===== src/rtl/sub_sched64_pkg.sv =====
// Shared types and default sizing for the shared-subtractor scheduler.
// Latency: n/a (declarations only).
// Backpressure: n/a.
// Contents: FSM state type, default WIDTH/SLICE, derived slice count and
// slice-counter width.
package sub_sched_pkg;

    localparam int DEF_WIDTH = 64;
    localparam int DEF_SLICE = 16;
    localparam int NSLICE    = DEF_WIDTH / DEF_SLICE;
    localparam int CNT_W     = (NSLICE > 1) ? $clog2(NSLICE) : 1;

    typedef enum logic [1:0] {
        IDLE = 2'd0,
        RUN  = 2'd1,
        DONE = 2'd2
    } state_t;

endpackage


===== src/rtl/sub_sched64_if.sv =====
// Bundle of the two requester channels, the result channel and busy.
// Latency: n/a (wires only).
// Backpressure: req ready driven by the scheduler, res ready by the consumer.
// master: requesters + result consumer side. slave: the scheduler.
// Optional macro SUB_OVF_EN adds res_ovf to the result channel.
interface sub_sched64_if
    import sub_sched_pkg::*;
#(
    parameter int WIDTH = DEF_WIDTH
);
    logic             req0_valid;
    logic             req0_ready;
    logic [WIDTH-1:0] req0_a;
    logic [WIDTH-1:0] req0_b;
    logic             req1_valid;
    logic             req1_ready;
    logic [WIDTH-1:0] req1_a;
    logic [WIDTH-1:0] req1_b;
    logic             res_valid;
    logic             res_ready;
    logic [WIDTH-1:0] res_d;
    logic             res_bout;
    logic             res_id;
    logic             busy;
`ifdef SUB_OVF_EN
    logic             res_ovf;
`endif

    modport master (
        output req0_valid, req0_a, req0_b,
        input  req0_ready,
        output req1_valid, req1_a, req1_b,
        input  req1_ready,
        output res_ready,
        input  res_valid, res_d, res_bout, res_id,
        input  busy
`ifdef SUB_OVF_EN
        , input res_ovf
`endif
    );

    modport slave (
        input  req0_valid, req0_a, req0_b,
        output req0_ready,
        input  req1_valid, req1_a, req1_b,
        output req1_ready,
        input  res_ready,
        output res_valid, res_d, res_bout, res_id,
        output busy
`ifdef SUB_OVF_EN
        , output res_ovf
`endif
    );

endinterface


===== src/rtl/sub_sched64_fs_slice.sv =====
// SLICE-bit borrow-ripple subtractor: d = a - b - bin, bout = borrow out.
// Latency: combinational.
// Backpressure: none.
// Ports: a, b (minuend/subtrahend slice), bin (borrow in), d, bout.
module fs_slice #(
    parameter int SLICE = 16
) (
    input  logic [SLICE-1:0] a,
    input  logic [SLICE-1:0] b,
    input  logic             bin,
    output logic [SLICE-1:0] d,
    output logic             bout
);

    logic br;

    always_comb begin
        br = bin;
        d  = '0;
        for (int i = 0; i < SLICE; i++) begin
            d[i] = a[i] ^ b[i] ^ br;
            // Borrow when a<b at this bit, or equal bits with incoming borrow.
            br   = (~a[i] & b[i]) | (~(a[i] ^ b[i]) & br);
        end
        bout = br;
    end

endmodule


===== src/rtl/sub_sched64.sv =====
// Round-robin scheduler sharing one SLICE-bit subtractor between two requesters.
// Latency: result valid WIDTH/SLICE edges after the accepting edge.
// Backpressure: result held in DONE until res_ready; no request accepted unless IDLE.
// Ports: clk, rst (async, active-high), bus (slave modport: req0/req1 valid-ready
// operand channels, res valid-ready result channel with id/borrow, busy).
// Optional macro SUB_OVF_EN adds the registered two's-complement overflow res_ovf.
module sub_sched64
    import sub_sched_pkg::*;
#(
    parameter int WIDTH = DEF_WIDTH,
    parameter int SLICE = DEF_SLICE
) (
    input  logic         clk,
    input  logic         rst,
    sub_sched64_if.slave bus
);

    localparam int NS = WIDTH / SLICE;
    localparam int CW = (NS > 1) ? $clog2(NS) : 1;
    localparam logic [CW-1:0] LAST_CNT = CW'(NS - 1);

    state_t           state_q, state_d;
    logic             ptr_q;
    logic [WIDTH-1:0] a_q, b_q, d_q;
    logic             borrow_q;
    logic [CW-1:0]    cnt_q;
    logic             id_q;
`ifdef SUB_OVF_EN
    logic             as_q, bs_q;
    logic             ovf_q;
`endif

    logic             grant0, grant1;
    logic             accept, step, last;
    logic [SLICE-1:0] diff;
    logic             bout;

    fs_slice #(.SLICE(SLICE)) u_fs (
        .a    (a_q[SLICE-1:0]),
        .b    (b_q[SLICE-1:0]),
        .bin  (borrow_q),
        .d    (diff),
        .bout (bout)
    );

    // Next state and arbitration. ptr_q names the requester that wins a tie.
    always_comb begin
        state_d = state_q;
        grant0  = 1'b0;
        grant1  = 1'b0;
        accept  = 1'b0;
        step    = 1'b0;
        last    = 1'b0;
        case (state_q)
            IDLE: begin
                grant0 = bus.req0_valid & (~bus.req1_valid | ~ptr_q);
                grant1 = bus.req1_valid & (~bus.req0_valid |  ptr_q);
                accept = grant0 | grant1;
                if (accept) state_d = RUN;
            end
            RUN: begin
                step = 1'b1;
                last = (cnt_q == LAST_CNT);
                if (last) state_d = DONE;
            end
            DONE: begin
                if (bus.res_ready) state_d = IDLE;
            end
            default: state_d = IDLE;
        endcase
    end

    // Readys are masked during reset so nothing looks accepted while flops are held.
    assign bus.req0_ready = grant0 & ~rst;
    assign bus.req1_ready = grant1 & ~rst;
    assign bus.res_valid  = (state_q == DONE);
    assign bus.res_d      = d_q;
    assign bus.res_bout   = borrow_q;
    assign bus.res_id     = id_q;
    assign bus.busy       = (state_q != IDLE);
`ifdef SUB_OVF_EN
    assign bus.res_ovf    = ovf_q;
`endif

    always_ff @(posedge clk or posedge rst) begin
        if (rst) begin
            state_q  <= IDLE;
            ptr_q    <= 1'b0;
            a_q      <= '0;
            b_q      <= '0;
            d_q      <= '0;
            borrow_q <= 1'b0;
            cnt_q    <= '0;
            id_q     <= 1'b0;
`ifdef SUB_OVF_EN
            as_q     <= 1'b0;
            bs_q     <= 1'b0;
            ovf_q    <= 1'b0;
`endif
        end else begin
            state_q <= state_d;
            if (accept) begin
                a_q      <= grant1 ? bus.req1_a : bus.req0_a;
                b_q      <= grant1 ? bus.req1_b : bus.req0_b;
                id_q     <= grant1;
                // Hand priority to whichever requester was not just served.
                ptr_q    <= ~grant1;
                borrow_q <= 1'b0;
                cnt_q    <= '0;
`ifdef SUB_OVF_EN
                // Sign bits are shifted out during RUN, so keep them aside.
                as_q     <= grant1 ? bus.req1_a[WIDTH-1] : bus.req0_a[WIDTH-1];
                bs_q     <= grant1 ? bus.req1_b[WIDTH-1] : bus.req0_b[WIDTH-1];
`endif
            end
            if (step) begin
                // LSB slice first: each difference enters at the top and walks down.
                d_q      <= {diff, d_q[WIDTH-1:SLICE]};
                a_q      <= a_q >> SLICE;
                b_q      <= b_q >> SLICE;
                borrow_q <= bout;
                cnt_q    <= cnt_q + CW'(1);
`ifdef SUB_OVF_EN
                // The last slice's top bit is the result MSB.
                if (last) ovf_q <= (as_q ^ bs_q) & (diff[SLICE-1] ^ as_q);
`endif
            end
        end
    end

endmodule


===== src/flat_wrapper.sv =====
// flat-port wrapper written by rule: the top's interface ports become plain ports
module sub_sched64_flat import sub_sched_pkg::*;
#(
    parameter int WIDTH = DEF_WIDTH,
    parameter int SLICE = DEF_SLICE
)
  (clk, rst, bus_req0_valid, bus_req0_a, bus_req0_b, bus_req0_ready, bus_req1_valid, bus_req1_a, bus_req1_b, bus_req1_ready, bus_res_ready, bus_res_valid, bus_res_d, bus_res_bout, bus_res_id, bus_busy);
  sub_sched64_if #(.WIDTH(WIDTH)) bus_i ();
  input  logic clk;
  input  logic rst;
  input wire logic [$bits(bus_i.req0_valid)-1:0] bus_req0_valid;
  input wire logic [$bits(bus_i.req0_a)-1:0] bus_req0_a;
  input wire logic [$bits(bus_i.req0_b)-1:0] bus_req0_b;
  output wire logic [$bits(bus_i.req0_ready)-1:0] bus_req0_ready;
  input wire logic [$bits(bus_i.req1_valid)-1:0] bus_req1_valid;
  input wire logic [$bits(bus_i.req1_a)-1:0] bus_req1_a;
  input wire logic [$bits(bus_i.req1_b)-1:0] bus_req1_b;
  output wire logic [$bits(bus_i.req1_ready)-1:0] bus_req1_ready;
  input wire logic [$bits(bus_i.res_ready)-1:0] bus_res_ready;
  output wire logic [$bits(bus_i.res_valid)-1:0] bus_res_valid;
  output wire logic [$bits(bus_i.res_d)-1:0] bus_res_d;
  output wire logic [$bits(bus_i.res_bout)-1:0] bus_res_bout;
  output wire logic [$bits(bus_i.res_id)-1:0] bus_res_id;
  output wire logic [$bits(bus_i.busy)-1:0] bus_busy;
  assign bus_i.req0_valid = bus_req0_valid;
  assign bus_i.req0_a = bus_req0_a;
  assign bus_i.req0_b = bus_req0_b;
  assign bus_req0_ready = bus_i.req0_ready;
  assign bus_i.req1_valid = bus_req1_valid;
  assign bus_i.req1_a = bus_req1_a;
  assign bus_i.req1_b = bus_req1_b;
  assign bus_req1_ready = bus_i.req1_ready;
  assign bus_i.res_ready = bus_res_ready;
  assign bus_res_valid = bus_i.res_valid;
  assign bus_res_d = bus_i.res_d;
  assign bus_res_bout = bus_i.res_bout;
  assign bus_res_id = bus_i.res_id;
  assign bus_busy = bus_i.busy;
  sub_sched64 #(.WIDTH(WIDTH), .SLICE(SLICE)) u_core (.clk(clk), .rst(rst), .bus(bus_i));
endmodule

===== config.mk =====
export PLATFORM = sky130hd
export DESIGN_NAME = sub_sched64_flat
export DESIGN_NICKNAME = d
export VERILOG_FILES = /design/src/rtl/sub_sched64_pkg.sv /design/src/rtl/sub_sched64_if.sv /design/src/rtl/sub_sched64_fs_slice.sv /design/src/rtl/sub_sched64.sv /design/src/flat_wrapper.sv
export SDC_FILE = /design/constraint.sdc
export NUM_CORES = 1
export LEC_CHECK = 0
export CORE_ASPECT_RATIO = 1.4
export CORE_MARGIN = 8
export CORE_UTILIZATION = 35
export DETAILED_ROUTE_END_ITERATION = 10
export GPL_TIMING_DRIVEN = 0
export PLACE_DENSITY = 0.74
export SLEW_MARGIN = 20
export SYNTH_ARGS = -nofsm -noshare
export SYNTH_HDL_FRONTEND = slang
export SYNTH_SLANG_ARGS = --single-unit

===== constraint.sdc =====
create_clock -name clk -period 21.9 [get_ports clk]
set_clock_uncertainty 0.1 [all_clocks]
set_input_delay 4.38 -clock clk [delete_from_list [all_inputs] [get_ports clk]]
set_output_delay 4.38 -clock clk [all_outputs]
set_load 0.05 [all_outputs]

Word-level counts from Yosys, hierarchy flattened
Cells that the tools add are included.

Add/subtract/negate cells: 1. $mul: 0. Div/mod/pow operators: 0. $lt $le $gt $ge: 0. Equal/unequal tests: 6. Shifts and indexed selects: 0. Multiplexer cells: 18. Bitwise gates (word level): 124. Reduce and logical (&&, ||, !) cells: 4.

Operators with widths (number): 64-bit 2-to-1 mux (6); 1-bit NOT (37); 1-bit bitwise AND (36); 1-bit bitwise XOR (32); 1-bit OR (19); 2-bit 2-to-1 mux (5); 1-bit 2-to-1 mux (6); 2-bit case mux with 3 select lines (1); 2-bit equality test (second input constant) (2); 2-bit by 1-bit != test with 1-bit output (second input constant) (2); 2-bit nonzero test (2); 3-bit AND reduction (1); 2-bit by 1-bit adder with 2-bit output (second input constant) (1); 2-bit by 1-bit equality test with 1-bit output (second input constant) (1); 2-bit zero test (1); 2-bit != test (second input constant) (1).

Flip-flop bits (word level): 199. Bits in latches: 0. Bits in writable memories: 0. Bits in read-only memories: 0. Bits of input ports: 261. Output and inout port bits: 70. Logic and storage cells: 161. Memories: 0.

Longest topological paths before layout
Gate-level depths: netlist of the first run.

Depth after elaboration: 35. Gate-level depth with buffers: 20. Gate-level depth less buffers: 20.

Modules after synthesis
A second synthesis of the first run with hierarchy kept.

Cells, all modules: 934. Area total of the unflattened synthesis: 9420.3 um2.

By module, submodules not included: sub_sched64 (times used 1, cells an instance 884, area each 8972.4 um2, sequential area each 4979.8 um2); fs_slice (times used 1, cells an instance 50, area each 447.9 um2, sequential area each 0.0 um2).

Least setup slack after synthesis of the first run
Ideal clock, no wire load.

Path type: input to output. Start: input port rst. End: output port bus_req1_ready. Data arrival time: 9.432 ns. Data required time: 17.420 ns. Path slack: 7.988 ns. Cell stages on the path: 2. Path buffers: 0. Cells stage by stage: inv_1 and3_1.

Longest elaborated chain between the ends: 2.

RTL lines: start: declaration (line flat_wrapper.sv:10) `input logic rst;`; 1-bit NOT (line sub_sched64.sv:75) `assign bus.req1_ready = grant1 & ~rst;`; 1-bit bitwise AND (line sub_sched64.sv:75); end: declaration (line flat_wrapper.sv:18) `output wire logic [$bits(bus_i.req1_ready)-1:0] bus_req1_ready;`.

No other way between the ends.

Final worst setup path of the first run
Start: input port bus_req1_valid. End: output port bus_req1_ready.

Longest elaborated chain between the ends: 3.

RTL lines: start: declaration (line flat_wrapper.sv:15) `input wire logic [$bits(bus_i.req1_valid)-1:0] bus_req1_valid;`; 1-bit bitwise AND (line sub_sched64.sv:57) `grant1 = bus.req1_valid & (~bus.req0_valid | ptr_q);`; 1-bit 2-to-1 mux (line sub_sched64.sv:54) `case (state_q)`; 1-bit bitwise AND (line sub_sched64.sv:75).

No other way between the ends.

==> flow_summary.json, run 1 <==
{
  "status": "finished, final reports clean",
  "yosys.area.top_type": "dfrtp_1",
  "post-route-min-period_ns": 11.32,
  "wl_um": 35000,
  "clockRootBuffer": "clkbuf_16",
  "clock_path_buffers": 2,
  "crit_cells": 6,
  "globalRouteOverflowTotal": 0,
  "criticalPathCategory": "input port to output pin",
  "place_ws_ns": 10.59,
  "synthCells": 899,
  "clk_latency_ns": 0.44,
  "dieArea_mm2": 0.0324,
  "die_h_um": 210,
  "crit_path_max_fanout": 10,
  "postRouteAntennaNets": 0,
  "setup_violations": 0,
  "leakagePower_nw": 6.06,
  "cts_tree": "done",
  "die_w_um": 155,
  "internal_power_mw": 1.08,
  "sequentialPowerShare_pct": 33.3,
  "wire_per_inst_um": 22.0,
  "htreeDepth": 4,
  "netSwitchingPower_mw": 0.964,
  "port_buffers": 330,
  "ys_warn_count": 0,
  "reg2reg_from": "u_core.bus.res_bout$_DFFE_PP0P_",
  "drt_iter0_markers": 651,
  "end_kind": "output pin",
  "max-vdd-ir-drop_uv": 64.5,
  "pwr_density_cell_mw_per_mm2": 149,
  "crit_arrival_ns": 6.84,
  "path_clk_slew_ns": 0.07,
  "cp_cell_sequence": "clkdlybuf4s50_1, a21boi_2, buf_4, buf_2, and3_1, clkdlybuf4s50_1",
  "power_frac_clock_pct": 15.2,
  "relSlewSlack_pct": 48.7,
  "initial_utilization_pct": 35.3,
  "r2r-end": "u_core.bus.res_d[63]$_DFFE_PP0P_",
  "ios": 331,
  "grt_max_degree": 109,
  "crit_top_cell": "clkdlybuf4s50_1",
  "final_common_cell": "clkdlybuf4s50_1",
  "track_usage_pct": 21.2,
  "hold_class": "flip-flop to flip-flop",
  "cts_made_buffers": 17,
  "cp-startpoint": "bus_req1_valid",
  "synth.avg_cell_area_um2": 10.5,
  "post_cts_buffers": 0,
  "fin_crit_sh_pct": 51.7,
  "first_global_vias": 9009,
  "slowest_delay_ns": 0.83,
  "seq_area_frac_synth_pct": 53.0,
  "fmax_ghz": 0.0883,
  "p_comb_share_pct": 51.5,
  "gp_congestion": 0.858,
  "rr_worst_depth": 19,
  "vias_per_cell": 5.29,
  "dp_hpwl_um": 28300,
  "max_cap_viol_count": 0,
  "n_fill_cell": 2441,
  "areaGrowthSynthToFinish_pct": 46.2,
  "required_ns": 17.42,
  "core_area_mm2": 0.0267,
  "ys_ff_latch": 199,
  "crit_buf_inv": 4,
  "rsz0062_at_grt": "false",
  "ys_types": 30,
  "drv_slew": 0,
  "drive_gt1_share_pct": 6.34,
  "cp-start-kind": "input port",
  "cts_hold_buf": 0,
  "mostFrequentLayoutCells": "clkdlybuf4s50_1, dfrtp_1, nand2_1",
  "setup_ws_ns": 10.58,
  "swShare_pct": 47.1,
  "crit_slowest_cell": "clkdlybuf4s50_1",
  "synth_area_leaders": "dfrtp_1, mux2i_1, a22oi_1",
  "yosys.area.top_type_share_pct": 53.0,
  "endpoint": "bus_req1_ready",
  "worst_pin_slew_ns": 0.770,
  "cts_sinks": 199,
  "syn-num-nets": 1177,
  "r2r_setup_slack_ns": 13.75,
  "syn-cell-area_mm2": 0.00940,
  "grt_pass1_wl_um": 52400,
  "num_vias": 8416,
  "nNetsFinal": 1527,
  "drc": 0,
  "tns_ns": 0,
  "fp-row-count": 71,
  "hold_viol_final": 0,
  "antenna_found_initial": 5,
  "dr.pass1.iters": 5,
  "critPathTopFamily": "buffers and inverters",
  "cts-resized-gates": 0
}
kinds of logic (layout without fill, tap and decap cells):
logic type	after synthesis	after routing	share of synthesized area [%]
other cells	0	2	0
compound gates	250	250	17.2
fa+ha+maj	17	17	3.54
mux	104	104	11.1
flops	199	199	53.0
buf+inv	98	461	5.44
simple gates	231	231	9.82
state kept, by name, summed over array words and instances (netlist names):
signal	count
u_core.state_q	2
u_core.bus.res_id	1
u_core.b_q	64
u_core.a_q	64
u_core.bus.res_bout	1
u_core.ptr_q	1
u_core.bus.res_d	64
u_core.cnt_q	2
power groups by stage:
stage / logic, mW / clock network, mW / registers, mW
floorplan: 0.506 / 0 / 0.830
global placement: 1.03 / 0 / 0.682
detailed placement: 1.06 / 0 / 0.685
CTS: 1.06 / 0.314 / 0.680
global route: 1.15 / 0.329 / 0.699
finish: 1.05 / 0.310 / 0.682
cell usage after synthesis, drive strengths merged:
cell	n
ha	1
nand3	32
o21ai	123
o211ai	1
nor2	1
a22o	1
clkbuf	23
inv	23
fa	16
o21a	1
nor3	1
a21boi	2
dfrtp	199
o31ai	1
nand2	192
a2111oi	1
nand2b	1
and3	1
o221ai	24
a22oi	96
or2	1
nor2b	2
buf	52
mux2i	104
final cells by class:
cell class / instances / area, um2 / area share (%)
antenna: 2 / 5.00 / 0.0364
buffer: 75 / 425 / 3.10
clock buffer: 17 / 425 / 3.10
clock inverter: 15 / 161 / 1.17
inverter: 23 / 93.8 / 0.683
multi-input combinational: 602 / 3910 / 28.5
sequential: 199 / 4980 / 36.2
tap: 328 / 410 / 2.99
timing repair buffer: 331 / 3330 / 24.2
routing by layer:
metal,wire [um],track usage [%],up-vias
met5,41,0,-
met2,18500,37.9,344
met4,1080,8.23,6
met3,2280,4.94,60
li1,-,-,3896
met1,13100,24.1,4110
worst reg2reg max path: cells and delay by family (launching register included):
| family | cells | cell delay (ns) |
|---|---|---|
| fa+ha+maj | 16 | 7.31 |
| flops | 1 | 0.37 |
| buf+inv | 2 | 0.16 |
| compound gates | 1 | 0.08 |
how the worst min path moves through the flow:
stage,start,endpoint,depth (start not counted)
final,u_core.bus.res_d[8]$_DFFE_PP0P_,u_core.bus.res_d[8]$_DFFE_PP0P_,2
after global placement,u_core.bus.res_d[3]$_DFFE_PP0P_,u_core.bus.res_d[3]$_DFFE_PP0P_,2
after floorplan,u_core.cnt_q[0]$_DFFE_PP0P_,u_core.cnt_q[0]$_DFFE_PP0P_,1
after global routing,u_core.bus.res_d[8]$_DFFE_PP0P_,u_core.bus.res_d[8]$_DFFE_PP0P_,2
after CTS,u_core.bus.res_d[5]$_DFFE_PP0P_,u_core.bus.res_d[5]$_DFFE_PP0P_,2
after detailed placement,u_core.bus.res_d[5]$_DFFE_PP0P_,u_core.bus.res_d[5]$_DFFE_PP0P_,2
per-stage QoR:
step | area (um2) | power [mW] | utilization (%) | std cells | hold slack (ns)
2_1_floorplan | 9400 | 1.34 | - | 899 | 0.354
4_1_cts | 13700 | 2.06 | 51.5 | 1590 | 0.382
3_5_place_dp | 13200 | 1.74 | 49.3 | 1558 | 0.363
6_report | 13700 | 2.05 | 51.6 | 1592 | 0.378
5_1_grt | 13700 | 2.18 | 51.6 | 1592 | 0.404
3_3_place_gp | 13100 | 1.71 | 49.2 | 1557 | 0.358
No activity file was read; power rests on OpenSTA's default activity.
==> inputs of run 2 (changes only) <==
PLACE_DENSITY = 0.76   (was 0.74)
clock period = 9.9 ns   (was 21.9 ns; I/O delays follow)
==> run 2 against run 1 <==
  * Non-clock buffer count increased by 1
  * Die area unchanged
  * Setup slack got worse by 8.8 ns
  * Largest cell class unchanged
  * Highest routed layer unchanged
==> flow_summary.json, run 2 (synthesis results as in run 1) <==
{
  "port_buffers": 330,
  "drive_gt1_share_pct": 6.41,
  "r2r_setup_slack_ns": 1.79,
  "ios": 331,
  "holdWs_ns": 0.374,
  "cp-startpoint": "u_core.bus.res_bout$_DFFE_PP0P_",
  "die_h_um": 210,
  "clk_latency_ns": 0.45,
  "grt_max_degree": 89,
  "setup_ws_ns": 1.79,
  "clock_path_buffers": 2,
  "fp-row-count": 71,
  "leakagePower_nw": 6.09,
  "hold_viol_final": 0,
  "rsz0062_at_grt": "false",
  "cts_tree": "done",
  "post_cts_buffers": 0,
  "num_vias": 8390,
  "final_common_cell": "clkdlybuf4s50_1",
  "grt_pass1_wl_um": 52400,
  "clockRootBuffer": "clkbuf_16",
  "max-vdd-ir-drop_uv": 142,
  "first_global_vias": 8956,
  "rr_worst_depth": 19,
  "core_area_mm2": 0.0267,
  "track_usage_pct": 21.2,
  "htreeDepth": 4,
  "n_fill_cell": 2436,
  "pwr_density_cell_mw_per_mm2": 329,
  "cts-resized-gates": 0,
  "cts_sinks": 199,
  "die_w_um": 155,
  "drv_slew": 0,
  "areaGrowthSynthToFinish_pct": 46.7,
  "dp.cells": 1559,
  "crit_arrival_ns": 8.31,
  "path_clk_slew_ns": 0.07,
  "crit_path_max_fanout": 2,
  "wl_um": 34800,
  "globalRouteOverflowTotal": 0,
  "fin_cells": 1593,
  "fmax_ghz": 0.123,
  "r2r-end": "u_core.bus.res_d[63]$_DFFE_PP0P_",
  "post-route-min-period_ns": 8.11,
  "end_kind": "flip-flop",
  "dr.pass1.iters": 5,
  "drt_iter0_markers": 552,
  "hold_class": "flip-flop to flip-flop",
  "dieArea_mm2": 0.0324,
  "status": "finished, final reports clean",
  "worst_pin_slew_ns": 0.635,
  "reg2reg_from": "u_core.bus.res_bout$_DFFE_PP0P_",
  "antenna_found_initial": 4,
  "mostFrequentLayoutCells": "clkdlybuf4s50_1, dfrtp_1, nand2_1",
  "max_cap_viol_count": 0,
  "place_ws_ns": 1.73,
  "required_ns": 10.10,
  "postRouteAntennaNets": 0,
  "endpoint": "u_core.bus.res_d[63]$_DFFE_PP0P_",
  "fin_crit_sh_pct": 81.9,
  "vias_per_cell": 5.27,
  "wire_per_inst_um": 21.9,
  "cp-start-kind": "flip-flop",
  "initial_utilization_pct": 35.3,
  "cts_hold_buf": 0,
  "criticalPathCategory": "flip-flop to flip-flop",
  "drc": 0,
  "gp_congestion": 0.882,
  "dp_hpwl_um": 28500,
  "cts_made_buffers": 17,
  "nNetsFinal": 1528,
  "setup_violations": 0,
  "relSlewSlack_pct": 57.7
}
-- run 2: cell types whose count changed in the layout (fill, tap and decap cells not counted) --
| cell | previous run | this run |
|---|---|---|
| bufinv_16 | 0 | 1 |
| clkinv_4 | 4 | 2 |
| clkbuf_8 | 0 | 2 |
| buf_16 | 1 | 2 |
| clkinvlp_4 | 1 | 0 |
| inv_6 | 1 | 2 |
| inv_8 | 6 | 7 |
| clkinv_8 | 3 | 1 |
-- run 2: layout make-up --
cell class	count	area (um2)	share of cell area (%)
well taps	328	410	2.98
multi-input cells	602	3910	28.4
flip-flops and latches	199	4980	36.1
plain buffers	75	425	3.08
inverters	23	93.8	0.680
clock inverters	13	154	1.12
repair buffers	332	3360	24.4
diodes	2	5.00	0.0363
clock buffers	19	453	3.28
-- run 2: routing by layer --
metal,vias to the layer above,global-route usage [%],part of all wire (%)
met2,310,38.7,53
met1,4119,23.6,38
met3,52,4.92,5.7
met5,-,0,0.066
li1,3905,-,-
met4,4,8.10,2.9
-- run 2: where the power goes --
group | total [mW] | switching, mW | internal, mW
Combinational | 2.31 | 1.46 | 0.846
Clock | 0.714 | 0.339 | 0.375
Sequential | 1.52 | 0.309 | 1.21
Total | 4.54 | 2.11 | 2.43
-- run 2: worst min-delay path by stage --
stage	startpoint	end	slack [ns]	cells after the start
3_5_place_dp	u_core.bus.res_d[12]$_DFFE_PP0P_	u_core.bus.res_d[12]$_DFFE_PP0P_	0.36	2
5_1_grt	u_core.bus.res_d[3]$_DFFE_PP0P_	u_core.bus.res_d[3]$_DFFE_PP0P_	0.40	2
6_report	u_core.bus.res_d[12]$_DFFE_PP0P_	u_core.bus.res_d[12]$_DFFE_PP0P_	0.37	2
4_1_cts	u_core.bus.res_d[11]$_DFFE_PP0P_	u_core.bus.res_d[11]$_DFFE_PP0P_	0.38	2
3_3_place_gp	u_core.bus.res_d[3]$_DFFE_PP0P_	u_core.bus.res_d[3]$_DFFE_PP0P_	0.36	2
2_1_floorplan	u_core.cnt_q[0]$_DFFE_PP0P_	u_core.cnt_q[0]$_DFFE_PP0P_	0.35	1
-- run 2: stage by stage --
stage               setup TNS [ns]  total power [mW]  util (%)  cell area [um2]
floorplan                        0              2.96         -             9400
global placement            -18.02              3.77      49.2            13100
detailed placement               0              3.85      49.5            13200
CTS                              0              4.56      51.7            13800
global route                     0              4.83      51.7            13800
finish                           0              4.54      51.7            13800
-- run 2: critical path, cell delays in order, from the launching register on --
cell and delay, ns:
dfrtp_1 0.37, inv_1 0.12, fa_1 0.18, inv_1 0.06, fa_1 0.44, fa_1 0.46, fa_1 0.47, fa_1 0.46
fa_1 0.46, fa_1 0.47, fa_1 0.47, fa_1 0.46, fa_1 0.46, fa_1 0.49, fa_1 0.47, fa_1 0.47
fa_1 0.46, fa_1 0.47, fa_1 0.56, o21ai_0 0.08
==> inputs of run 3 (changes only) <==
PLACE_DENSITY = 0.74   (was 0.76)
clock period = 7.6 ns   (was 9.9 ns; I/O delays follow)
==> run 3 against run 2 <==
  * Final area up 0.43%
  * Power grew 31%
  * Register-to-register slack worse by 1.6 ns
  * Largest power group unchanged
  * Critical path depth unchanged
  * Non-clock buffer count increased by 4
  * Highest routed layer is now met4
  * Flip-flop and latch count is the same
==> flow_summary.json, run 3 (synthesis results as in run 1) <==
{
  "status": "finished, final reports clean",
  "hold_class": "flip-flop to flip-flop",
  "htreeDepth": 4,
  "n_fill_cell": 2436,
  "setup_ws_ns": 0.214,
  "drv_slew": 0,
  "n_antenna_cell": 0,
  "dr.pass1.iters": 5,
  "ios": 331,
  "cp-start-kind": "flip-flop",
  "track_usage_pct": 21.8,
  "criticalPathCategory": "flip-flop to flip-flop",
  "max_cap_viol_count": 0,
  "crit_arrival_ns": 7.59,
  "cts_hold_buf": 0,
  "die_w_um": 155,
  "core_area_mm2": 0.0267,
  "fin_cells": 1593,
  "clock_path_buffers": 2,
  "num_vias": 8431,
  "worst_pin_slew_ns": 0.759,
  "fmax_ghz": 0.135,
  "total_power_mw": 5.95,
  "clockRootBuffer": "clkbuf_16",
  "areaGrowthSynthToFinish_pct": 47.3,
  "required_ns": 7.80,
  "leakagePower_nw": 6.08,
  "final_common_cell": "clkdlybuf4s50_1",
  "first_global_vias": 9217,
  "dp_hpwl_um": 28800,
  "cts_sinks": 199,
  "dieArea_mm2": 0.0324,
  "nNetsFinal": 1532,
  "drive_gt1_share_pct": 7.75,
  "pwr_density_cell_mw_per_mm2": 429,
  "r2r_setup_slack_ns": 0.21,
  "multi_input_area_mm2": 0.00394,
  "path_clk_slew_ns": 0.07,
  "rsz0062_at_grt": "false",
  "end_kind": "flip-flop",
  "postRouteAntennaNets": 0,
  "setup_violations": 0,
  "max-vdd-ir-drop_uv": 183,
  "wire_per_inst_um": 22.2,
  "post_cts_buffers": 0,
  "holdWs_ns": 0.378,
  "tns_ns": 0,
  "initial_utilization_pct": 35.3,
  "drt_iter0_markers": 681,
  "vias_per_cell": 5.29,
  "relSlewSlack_pct": 49.3,
  "globalRouteOverflowTotal": 0,
  "post-route-min-period_ns": 7.39,
  "grt_pass1_wl_um": 53800,
  "die_h_um": 210,
  "hold_viol_final": 0,
  "crit_path_max_fanout": 2,
  "wl_um": 35300,
  "clk_latency_ns": 0.44,
  "cts_tree": "done",
  "seq_area_mm2": 0.00498,
  "drc": 0,
  "cts_made_buffers": 17,
  "mostFrequentLayoutCells": "clkdlybuf4s50_1, dfrtp_1, nand2_1",
  "fp-row-count": 71,
  "fin_crit_sh_pct": 97.2,
  "dp.cells": 1563,
  "gp_congestion": 0.842,
  "grt_max_degree": 35,
  "place_ws_ns": -0.0926,
  "antenna_found_initial": 0,
  "port_buffers": 330
}
## run 3: worst paths after layout
kind                                                    endpoint  depth (start not counted)                             from
worst max register to register  u_core.bus.res_d[63]$_DFFE_PP0P_                         19        u_core.b_q[0]$_DFFE_PP0P_
min in group asynchronous            u_core.cnt_q[1]$_DFFE_PP0P_                          2                              rst
worst max-delay path            u_core.bus.res_d[63]$_DFFE_PP0P_                         19        u_core.b_q[0]$_DFFE_PP0P_
max in group asynchronous       u_core.bus.res_d[52]$_DFFE_PP0P_                          5                              rst
worst min-delay path             u_core.bus.res_d[6]$_DFFE_PP0P_                          2  u_core.bus.res_d[6]$_DFFE_PP0P_
worst min register to register   u_core.bus.res_d[6]$_DFFE_PP0P_                          2  u_core.bus.res_d[6]$_DFFE_PP0P_
## run 3: where the power goes
| group | internal, mW | switching, mW |
|---|---|---|
| Clock | 0.489 | 0.404 |
| Sequential | 1.57 | 0.410 |
| Combinational | 1.12 | 1.95 |
| Total | 3.19 | 2.76 |
## run 3: critical path, stage by stage, from the launching register on
cell	delay (ns)
dfrtp_1	0.39
inv_1	0.11
fa_1	0.18
inv_1	0.06
fa_1	0.46
fa_2	0.42
fa_2	0.41
fa_2	0.41
fa_2	0.41
fa_2	0.42
fa_2	0.41
fa_2	0.41
fa_2	0.41
fa_2	0.42
fa_2	0.41
fa_2	0.40
fa_2	0.41
fa_2	0.40
fa_1	0.55
o21ai_0	0.08
## run 3: per-stage QoR
stage,cell area (um2),utilization [%]
6_report,13800,52.0
3_5_place_dp,13300,49.8
2_1_floorplan,9430,-
5_1_grt,13800,52.0
4_1_cts,13800,51.9
3_3_place_gp,13100,49.3
## run 3: timing repair
item | in CTS | in global routing
gates cloned | 0 | 0
setup endpoints to repair | 2 | 2
gates resized for setup | 3 | 2
pin swaps | 0 | 0
## run 3: metal layers
layer  wire length, um  vias to the layer above  part of all wire [%]  track usage [%]
li1                  -                     3893                     -                -
met1             13800                     4136                    39             25.2
met2             18500                      345                    52             38.9
met3              1920                       57                   5.4             4.39
met4              1150                        0                   3.3             9.05
met5                 0                        -                     0                0
## run 3: area by class of cell
cell class,instances,share of cell area [%]
clock inverters,12,0.931
plain buffers,75,3.07
flip-flops and latches,199,36.0
clock buffers,18,3.17
repair buffers,336,24.8
inverters,23,0.650
multi-input cells,602,28.5
well taps,328,2.96
